File: config.mk
export PLATFORM = sky130hd
export DESIGN_NAME = alu_seq
export DESIGN_NICKNAME = d
export VERILOG_FILES = /design/src/rtl/alu_pkg.sv /design/src/rtl/alu_mul_iter.sv /design/src/rtl/alu_seq.sv
export SDC_FILE = /design/constraint.sdc
export NUM_CORES = 1
export LEC_CHECK = 0
export ABC_AREA = 1
export BUFFER_PORTS_ARGS = -buffer_cell sky130_fd_sc_hd__buf_4
export CAP_MARGIN = 15
export CORE_MARGIN = 1.5
export CORE_UTILIZATION = 45
export DETAILED_ROUTE_END_ITERATION = 10
export GPL_TIMING_DRIVEN = 0
export REMOVE_ABC_BUFFERS = 1
export SYNTH_ARGS = -nofsm -noshare
export SYNTH_HDL_FRONTEND = slang
export SYNTH_HIERARCHICAL = 1
export SYNTH_SLANG_ARGS = --single-unit
File: constraint.sdc
create_clock -name clk -period 2.75 [get_ports clk]
set_input_delay 0.275 -clock clk [delete_from_list [all_inputs] [get_ports clk]]
set_output_delay 0.275 -clock clk [all_outputs]
set_load 0.01 [all_outputs]
File: src/rtl/alu_pkg.sv
// Shared types for the sequential ALU: operation encoding and FSM states.
package alu_pkg;

  typedef enum logic [2:0] {
    OP_ADD = 3'd0,
    OP_SUB = 3'd1,
    OP_AND = 3'd2,
    OP_OR  = 3'd3,
    OP_XOR = 3'd4,
    OP_SLL = 3'd5,
    OP_SRL = 3'd6,
    OP_MUL = 3'd7
  } alu_op_e;

  typedef enum logic [1:0] {
    IDLE = 2'd0,
    MUL  = 2'd1,
    OUT  = 2'd2
  } state_e;

  localparam int OP_W    = 3;
  localparam int STATE_W = 2;

endpackage

File: src/rtl/alu_mul_iter.sv
// Iterative unsigned shift-add multiplier: one bit of b per cycle, done pulses once.
module alu_mul_iter #(
  parameter int WIDTH = 4
) (
  input  logic                 clk,
  input  logic                 rst_n,
  input  logic                 start,
  input  logic [WIDTH-1:0]     a,
  input  logic [WIDTH-1:0]     b,
  output logic                 done,
  output logic                 busy,
  output logic [2*WIDTH-1:0]   product
);

  localparam int CW = $clog2(WIDTH + 1);

  logic [2*WIDTH-1:0] r_mcand;
  logic [2*WIDTH-1:0] r_acc;
  logic [WIDTH-1:0]   r_mplier;
  logic [CW-1:0]      r_cnt;
  logic               r_busy;
  logic               r_done;

  always_ff @(posedge clk or negedge rst_n) begin
    if (!rst_n) begin
      r_mcand  <= '0;
      r_acc    <= '0;
      r_mplier <= '0;
      r_cnt    <= '0;
      r_busy   <= 1'b0;
      r_done   <= 1'b0;
    end else begin
      r_done <= 1'b0;
      if (start) begin
        r_mcand  <= {{WIDTH{1'b0}}, a};
        r_mplier <= b;
        r_acc    <= '0;
        r_cnt    <= CW'(WIDTH);
        r_busy   <= 1'b1;
      end else if (r_busy) begin
        if (r_mplier[0]) r_acc <= r_acc + r_mcand;
        r_mcand  <= r_mcand << 1;
        r_mplier <= r_mplier >> 1;
        r_cnt    <= r_cnt - CW'(1);
        // Last partial product lands on this edge; done follows in the next cycle.
        if (r_cnt == CW'(1)) begin
          r_busy <= 1'b0;
          r_done <= 1'b1;
        end
      end
    end
  end

  assign done    = r_done;
  assign busy    = r_busy;
  assign product = r_acc;

endmodule

File: src/rtl/alu_seq.sv
// Handshaked sequential ALU: single-cycle add/sub/logic/shift, iterative multiply,
// registered result and flags. Exposes its FSM state on dbg_state.
module alu_seq
  import alu_pkg::*;
#(
  parameter int WIDTH = 4
) (
  input  logic               clk,
  input  logic               rst_n,
  input  logic               in_valid,
  output logic               in_ready,
  input  logic [OP_W-1:0]    op,
  input  logic [WIDTH-1:0]   a,
  input  logic [WIDTH-1:0]   b,
  output logic               out_valid,
  input  logic               out_ready,
  output logic [WIDTH-1:0]   result,
  output logic               carry_out,
  output logic               overflow,
  output logic               zero,
  output logic               negative,
  output logic               busy,
  output logic [STATE_W-1:0] dbg_state
);

  // Handshake: an operation is taken on a clock edge where in_valid && in_ready,
  // a result is consumed on an edge where out_valid && out_ready.

  localparam int M   = WIDTH - 1;
  localparam int SHW = $clog2(WIDTH);

  state_e               r_state, w_next;
  alu_op_e              w_op;
  logic [WIDTH:0]       w_sum, w_diff;
  logic [SHW-1:0]       w_amt;
  logic [WIDTH-1:0]     w_res, w_reg_res;
  logic                 w_c, w_v, w_reg_c, w_reg_v;
  logic                 w_accept, w_mul_start, w_load_alu, w_load_mul;
  logic                 w_mul_done, w_mul_busy;
  logic [2*WIDTH-1:0]   w_product;

  logic [WIDTH-1:0]     r_result;
  logic                 r_valid, r_carry, r_ovf, r_zero, r_neg;

  assign w_op  = alu_op_e'(op);
  assign w_amt = b[SHW-1:0];

  always_comb begin
    w_sum  = {1'b0, a} + {1'b0, b};
    w_diff = {1'b0, a} + {1'b0, ~b} + (WIDTH+1)'(1);
    w_res  = '0;
    w_c    = 1'b0;
    w_v    = 1'b0;
    case (w_op)
      OP_ADD: begin
        w_res = w_sum[M:0];
        w_c   = w_sum[WIDTH];
        w_v   = (a[M] == b[M]) && (w_sum[M] != a[M]);
      end
      OP_SUB: begin
        w_res = w_diff[M:0];
        w_c   = w_diff[WIDTH];
        w_v   = (a[M] != b[M]) && (w_diff[M] != a[M]);
      end
      OP_AND: w_res = a & b;
      OP_OR:  w_res = a | b;
      OP_XOR: w_res = a ^ b;
      // Amounts beyond the width only exist for non-power-of-2 WIDTH.
      OP_SLL: w_res = (int'(w_amt) >= WIDTH) ? '0 : (a << w_amt);
      OP_SRL: w_res = (int'(w_amt) >= WIDTH) ? '0 : (a >> w_amt);
      default: w_res = '0;
    endcase
  end

  alu_mul_iter #(.WIDTH(WIDTH)) u_mul (
    .clk     (clk),
    .rst_n   (rst_n),
    .start   (w_mul_start),
    .a       (a),
    .b       (b),
    .done    (w_mul_done),
    .busy    (w_mul_busy),
    .product (w_product)
  );

  always_ff @(posedge clk or negedge rst_n) begin
    if (!rst_n) r_state <= IDLE;
    else        r_state <= w_next;
  end

  assign in_ready = (r_state == IDLE) || ((r_state == OUT) && out_ready);
  assign w_accept = in_valid && in_ready;

  always_comb begin
    w_next      = r_state;
    w_mul_start = 1'b0;
    w_load_alu  = 1'b0;
    w_load_mul  = 1'b0;
    case (r_state)
      IDLE, OUT: begin
        if (w_accept) begin
          if (w_op == OP_MUL) begin
            w_next      = MUL;
            w_mul_start = 1'b1;
          end else begin
            w_next     = OUT;
            w_load_alu = 1'b1;
          end
        end else if (r_state == OUT && out_ready) begin
          w_next = IDLE;
        end
      end
      MUL: begin
        if (w_mul_done) begin
          w_next     = OUT;
          w_load_mul = 1'b1;
        end
      end
      default: w_next = IDLE;
    endcase
  end

  assign w_reg_res = w_load_mul ? w_product[WIDTH-1:0] : w_res;
  assign w_reg_c   = w_load_mul ? (|w_product[2*WIDTH-1:WIDTH]) : w_c;
  assign w_reg_v   = w_load_mul ? 1'b0 : w_v;

  always_ff @(posedge clk or negedge rst_n) begin
    if (!rst_n) begin
      r_result <= '0;
      r_valid  <= 1'b0;
      r_carry  <= 1'b0;
      r_ovf    <= 1'b0;
      r_zero   <= 1'b0;
      r_neg    <= 1'b0;
    end else if (w_load_alu || w_load_mul) begin
      r_result <= w_reg_res;
      r_valid  <= 1'b1;
      r_carry  <= w_reg_c;
      r_ovf    <= w_reg_v;
      r_zero   <= (w_reg_res == '0);
      r_neg    <= w_reg_res[M];
    end else if (r_state == OUT && out_ready) begin
      r_valid <= 1'b0;
    end
  end

  assign out_valid = r_valid;
  assign result    = r_result;
  assign carry_out = r_carry;
  assign overflow  = r_ovf;
  assign zero      = r_zero;
  assign negative  = r_neg;
  assign busy      = w_mul_busy;
  assign dbg_state = r_state;

endmodule

==> flow_metrics.env, run 1 <==
export IMPL_drv_cap=0
export IMPL_setup_viol=0
export IMPL_path_clk_slew_ns=0.08
export IMPL_yosysWarnings=6
export IMPL_cellLeakagePower_uw=0.00162
export IMPL_area_growth_pct=14.3
export IMPL_outcome="completed"
export IMPL_antenna_found_initial=0
export IMPL_nNetsFinal=427
export IMPL_die_h_um=79.6
export IMPL_yosysSeqAreaShare=0.332
export IMPL_grt_pass1_vias=2178
export IMPL_ys_ff_latch=35
export IMPL_cp_max_fo=11
export IMPL_post_synth_top_area_cell="dfrtp_1"
export IMPL_synth_top_area_frac=0.332
export IMPL_clockBufferDepth=2
export IMPL_cts_resized=0
export IMPL_gp_congestion=0.883
export IMPL_num_vias=2312
export IMPL_crit_path_max_incr_delay_ns=0.71
export IMPL_core_area_um2=5570
export IMPL_grt_max_degree=36
export IMPL_cp_start_kind="flip-flop"
export IMPL_place_hpwl_um=4470
export IMPL_synth_edf_count=0
export IMPL_root_buffer="clkbuf_8"
export IMPL_h_tree_depth=2
export IMPL_ys_top_cells_by_area="dfrtp_1 33%, nand2_1 13%, ha_1 10%"
export IMPL_min_period_ns=2.35
export IMPL_drc_errors=0
export IMPL_power_density_nw_per_um2=749
export IMPL_post_route_period_util=0.856
export IMPL_arrival_ns=2.53
export IMPL_nFillCells=583
export IMPL_cts_tree="done"
export IMPL_clk_latency_ns=0.29
export IMPL_slew_violations=0
export IMPL_final_hold_violation_count=0
export IMPL_dp_slack_ns=0.399
export IMPL_routedWlPerCell_um=12.6
export IMPL_avgSynthCellArea_um2=7.39
export IMPL_gr_total_overflow=0
export IMPL_critPathKind="flip-flop to flip-flop"
export IMPL_detail_route_antenna_nets=0
export IMPL_io_pins=28
export IMPL_cts_hold_buf=1
export IMPL_port_buffers=27
export IMPL_cts_sinks=35
export IMPL_n_antenna_cell=0
export IMPL_viasPerCell=5.03
export IMPL_path_buf_inv=1
export IMPL_synthFlopType="dfrtp_1"
export IMPL_grt_use_total=0.204
export IMPL_drive_gt1_frac=0.160
export IMPL_postSynthCellCount=357
export IMPL_min_path_type="primary input to flip-flop"
export IMPL_drtIter0Drc=110
export IMPL_die_w_um=79.6
export IMPL_drtPass1Iterations=4
export IMPL_clock_skew_ns=0.00903
export IMPL_slew_headroom=0.384
export IMPL_finalSetupTns_ns=0
export IMPL_wl_um=5800
export IMPL_numCtsBuffers=5
export IMPL_num_rows=27
export IMPL_syn_area_um2=2640
export IMPL_path_cells="a21oi_2 > nand2_2 > nor2_1 > inv_1 > nand2_4 > nor2_8 > a22o_1"
export IMPL_async_flop_share=1.00
export IMPL_path_delay_family="simple AND/OR/NAND/NOR gates"
export IMPL_grt_pass1_wl_um=10000
export IMPL_rsz0062_at_grt="no"
export IMPL_endpoint_kind="flip-flop"
export IMPL_tightest_slew_ns=0.920
export IMPL_start_util=0.473
export IMPL_fin_ws_ns=0.397
export IMPL_fmax_ghz=0.425
export IMPL_power_total_uw=2260
export IMPL_critPathRequiredTime_ns=2.93
export IMPL_cp_slowest_cell="nor2_1"
export IMPL_dieArea_um2=6330
export IMPL_power_ir_vdd_worst_mv=0.360
export IMPL_yosysUniqueCellTypes=35
export IMPL_cts_setup_buffers=0
-- synth_stat cells, types with 3 or more instances --
| library cell | instances |
|---|---|
| a21oi_1 | 11 |
| a21oi_2 | 5 |
| a22o_1 | 3 |
| a22oi_1 | 3 |
| buf_4 | 3 |
| dfrtp_1 | 35 |
| fa_1 | 3 |
| ha_1 | 22 |
| inv_1 | 42 |
| inv_2 | 10 |
| nand2_1 | 93 |
| nand3_1 | 36 |
| nand4_1 | 5 |
| nor2_1 | 31 |
| nor2_4 | 3 |
| o21ai_0 | 17 |
| o21ai_1 | 6 |
| o22ai_1 | 4 |
| xor2_1 | 3 |
-- placed cells by master, fill, tap and decap left out, drive strengths merged, types with 4 or more instances in the layout --
cell type / instances
nand4: 5
o21ai: 23
dfrtp: 35
o22ai: 4
buf: 27
nand2: 97
inv: 52
ha: 22
a21oi: 16
clkbuf: 5
nand3: 38
nor2: 37
-- flip-flops by register name (all words and copies together) (netlist names) --
signal / cells
carry_out: 1
dbg_state: 2
u_mul/r_mplier: 4
out_valid: 1
u_mul/product: 8
overflow: 1
u_mul/busy: 1
u_mul/done: 1
u_mul/r_mcand: 8
result: 4
zero: 1
u_mul/r_cnt: 3
-- power by group --
group / internal, µW / switching [µW] / leakage, µW
Clock: 270 / 201 / 0.0000581
Sequential: 701 / 157 / 0.000456
Combinational: 381 / 547 / 0.00110
Total: 1350 / 905 / 0.00162
-- routing by layer --
layer | track usage | wire length [µm]
met1 | 0.277 | 2850
met2 | 0.325 | 2630
met3 | 0.0377 | 219
met4 | 0.0684 | 104
met5 | 0 | 0
-- through the flow --
stage               hold WS, ns  area [µm²]  utilization  cells
finish                    0.235        3020        0.541    460
global route              0.272        3020        0.541    460
CTS                       0.225        3020        0.541    460
detailed placement        0.258        2890        0.519    451
global placement          0.259        2890        0.519    451
floorplan               -0.0206        2600            -    352
-- worst register-to-register path, delay by kind of cell, from the launching register on --
family,cells,cell delay [ns]
compound gates,2,0.42
buf+inv,1,0.26
flops,1,0.47
simple gates,4,1.10
-- logic make-up after synthesis --
| family | count (synthesis) | share of synthesized area |
|---|---|---|
| simple gates | 183 | 0.320 |
| compound gates | 54 | 0.123 |
| xor+xnor | 3 | 0.00996 |
| fa+ha+maj | 25 | 0.127 |
| flops | 35 | 0.332 |
| buf+inv | 57 | 0.0887 |
-- cell type report --
| cell class | count | area, µm² | area share |
|---|---|---|---|
| tap | 72 | 90.1 | 0.0299 |
| multi-input combinational | 265 | 1530 | 0.507 |
| timing repair buffer | 28 | 213 | 0.0705 |
| inverter | 52 | 195 | 0.0647 |
| clock buffer | 5 | 68.8 | 0.0228 |
| clock inverter | 3 | 43.8 | 0.0145 |
| sequential | 35 | 876 | 0.290 |
-- final timing paths --
kind	slack (ns)	start	depth (start not counted)	end
setup / recovery	0.40	dbg_state[0]	7	u_mul/product[1]
min in group asynchronous	0.47	rst_n	2	out_valid
max in group asynchronous	1.95	rst_n	2	u_mul/r_mcand[3]
hold reg to reg	0.49	zero	2	zero
hold / removal	0.24	b[3]	3	u_mul/r_mplier[3]
setup reg to reg	0.40	dbg_state[0]	7	u_mul/product[1]
(Power assumes the default switching activity.)
==> run 2: changes to the inputs <==
GPL_TIMING_DRIVEN = not set   (was 0)
==> flow_metrics.env, run 2 (synthesis gave the netlist of run 1 again) <==
export IMPL_dieArea_um2=6330
export IMPL_viasPerCell=5.09
export IMPL_outcome="completed"
export IMPL_area_growth_pct=13.5
export IMPL_fin_ws_ns=1.02
export IMPL_grt_pass1_vias=2246
export IMPL_grt_pass1_wl_um=10300
export IMPL_fmax_ghz=0.577
export IMPL_critPathRequiredTime_ns=2.92
export IMPL_clock_skew_ns=0.00613
export IMPL_slew_headroom=0.692
export IMPL_drtIter0Drc=116
export IMPL_n_antenna_cell=0
export IMPL_routedWlPerCell_um=13.0
export IMPL_finalSetupTns_ns=0
export IMPL_detail_route_antenna_nets=0
export IMPL_path_buf_inv=2
export IMPL_cts_hold_buf=1
export IMPL_start_util=0.473
export IMPL_drtPass1Iterations=4
export IMPL_arrival_ns=1.91
export IMPL_rsz0062_at_grt="no"
export IMPL_setup_viol=0
export IMPL_tightest_slew_ns=0.462
export IMPL_drive_gt1_frac=0.159
export IMPL_path_delay_family="flip-flops"
export IMPL_fin_cells=461
export IMPL_multi_input_area_um2=1530
export IMPL_cts_setup_buffers=0
export IMPL_min_path_type="primary input to flip-flop"
export IMPL_cp_slowest_cell="dfrtp_1"
export IMPL_cp_start_kind="flip-flop"
export IMPL_cp_max_fo=11
export IMPL_core_area_um2=5570
export IMPL_critPathKind="flip-flop to flip-flop"
export IMPL_h_tree_depth=2
export IMPL_slew_violations=0
export IMPL_die_h_um=79.6
export IMPL_antenna_found_initial=0
export IMPL_final_hold_violation_count=0
export IMPL_cts_sinks=35
export IMPL_clk_latency_ns=0.28
export IMPL_root_buffer="clkbuf_8"
export IMPL_wl_um=5970
export IMPL_endpoint_kind="flip-flop"
export IMPL_cts_resized=0
export IMPL_power_density_nw_per_um2=722
export IMPL_grt_max_degree=36
export IMPL_regArea_um2=876
export IMPL_power_total_uw=2160
export IMPL_place_inst=452
export IMPL_drc_errors=0
export IMPL_layout_commonest_cell="nand2_1"
export IMPL_io_pins=28
export IMPL_path_clk_slew_ns=0.08
export IMPL_gr_total_overflow=0
export IMPL_num_vias=2345
export IMPL_fin_util=0.537
export IMPL_power_ir_vdd_worst_mv=0.345
export IMPL_cts_tree="done"
export IMPL_port_buffers=27
export IMPL_min_period_ns=1.73
export IMPL_num_rows=27
export IMPL_nNetsFinal=428
export IMPL_cellLeakagePower_uw=0.00161
export IMPL_numCtsBuffers=5
export IMPL_final_cell_mix="93 x nand2_1, 42 x inv_1, 36 x nand3_1, 35 x dfrtp_1, 31 x nor2_1"
export IMPL_dp_slack_ns=0.794
export IMPL_die_w_um=79.6
export IMPL_place_hpwl_um=4670
export IMPL_post_route_period_util=0.630
export IMPL_nFillCells=556
export IMPL_grt_use_total=0.209
export IMPL_path_cells="a21oi_2 > nand2_2 > nor2_1 > buf_4 > inv_1 > nand2_4 > nor2_8 > a22o_1"
export IMPL_drv_cap=0
export IMPL_crit_path_max_incr_delay_ns=0.47
export IMPL_gp_congestion=0.910
export IMPL_clockBufferDepth=2
[run 2: cell types whose count changed in the layout (fill, tap and decap cells not counted), sizes merged]
cell,before,now
buf,27,28
bufinv,1,0
clkbuf,5,6
clkinv,2,1
clkinvlp,0,1
[run 2: worst paths after layout]
kind                              startpoint                 to  slack (ns)  cells past startpoint
min reg2reg                u_mul/r_mplier[2]  u_mul/r_mplier[1]        0.49                      2
min                                     b[3]  u_mul/r_mplier[3]        0.25                      3
max                             dbg_state[0]   u_mul/product[1]        1.02                      8
max reg2reg                     dbg_state[0]   u_mul/product[1]        1.02                      8
min in group asynchronous              rst_n          out_valid        0.48                      2
max in group asynchronous              rst_n   u_mul/r_mcand[7]        1.94                      2
[run 2: routing by layer]
metal  wire [µm]  vias up  GRT usage
li1            -     1220          -
met1        2970     1075      0.288
met2        2720       42      0.341
met3         212        8     0.0331
met4          70        0     0.0561
met5           0        -          0
[run 2: final cells by class]
class / instances / share of cell area
clock buffer: 6 / 0.0242
clock inverter: 2 / 0.00418
sequential: 35 / 0.292
tap: 72 / 0.0301
timing repair buffer: 29 / 0.0735
multi-input combinational: 265 / 0.510
inverter: 52 / 0.0652
[run 2: report_power, final]
group          leakage, µW  internal (µW)  switching, µW
Combinational      0.00111            381            552
Clock            0.0000412            177            190
Sequential        0.000456            701            161
[run 2: metrics by stage]
| step | hold WS [ns] | cell area [µm²] |
|---|---|---|
| after detailed placement | 0.261 | 2900 |
| after CTS | 0.248 | 3000 |
| final | 0.249 | 3000 |
| after global placement | 0.255 | 2900 |
| after global routing | 0.259 | 3000 |
| after floorplan | -0.0206 | 2600 |
[run 2: tightest hold or removal path, cell delays in order]
cell     delay (ns)
buf_4          0.10
nand2_1        0.05
o21ai_0        0.07
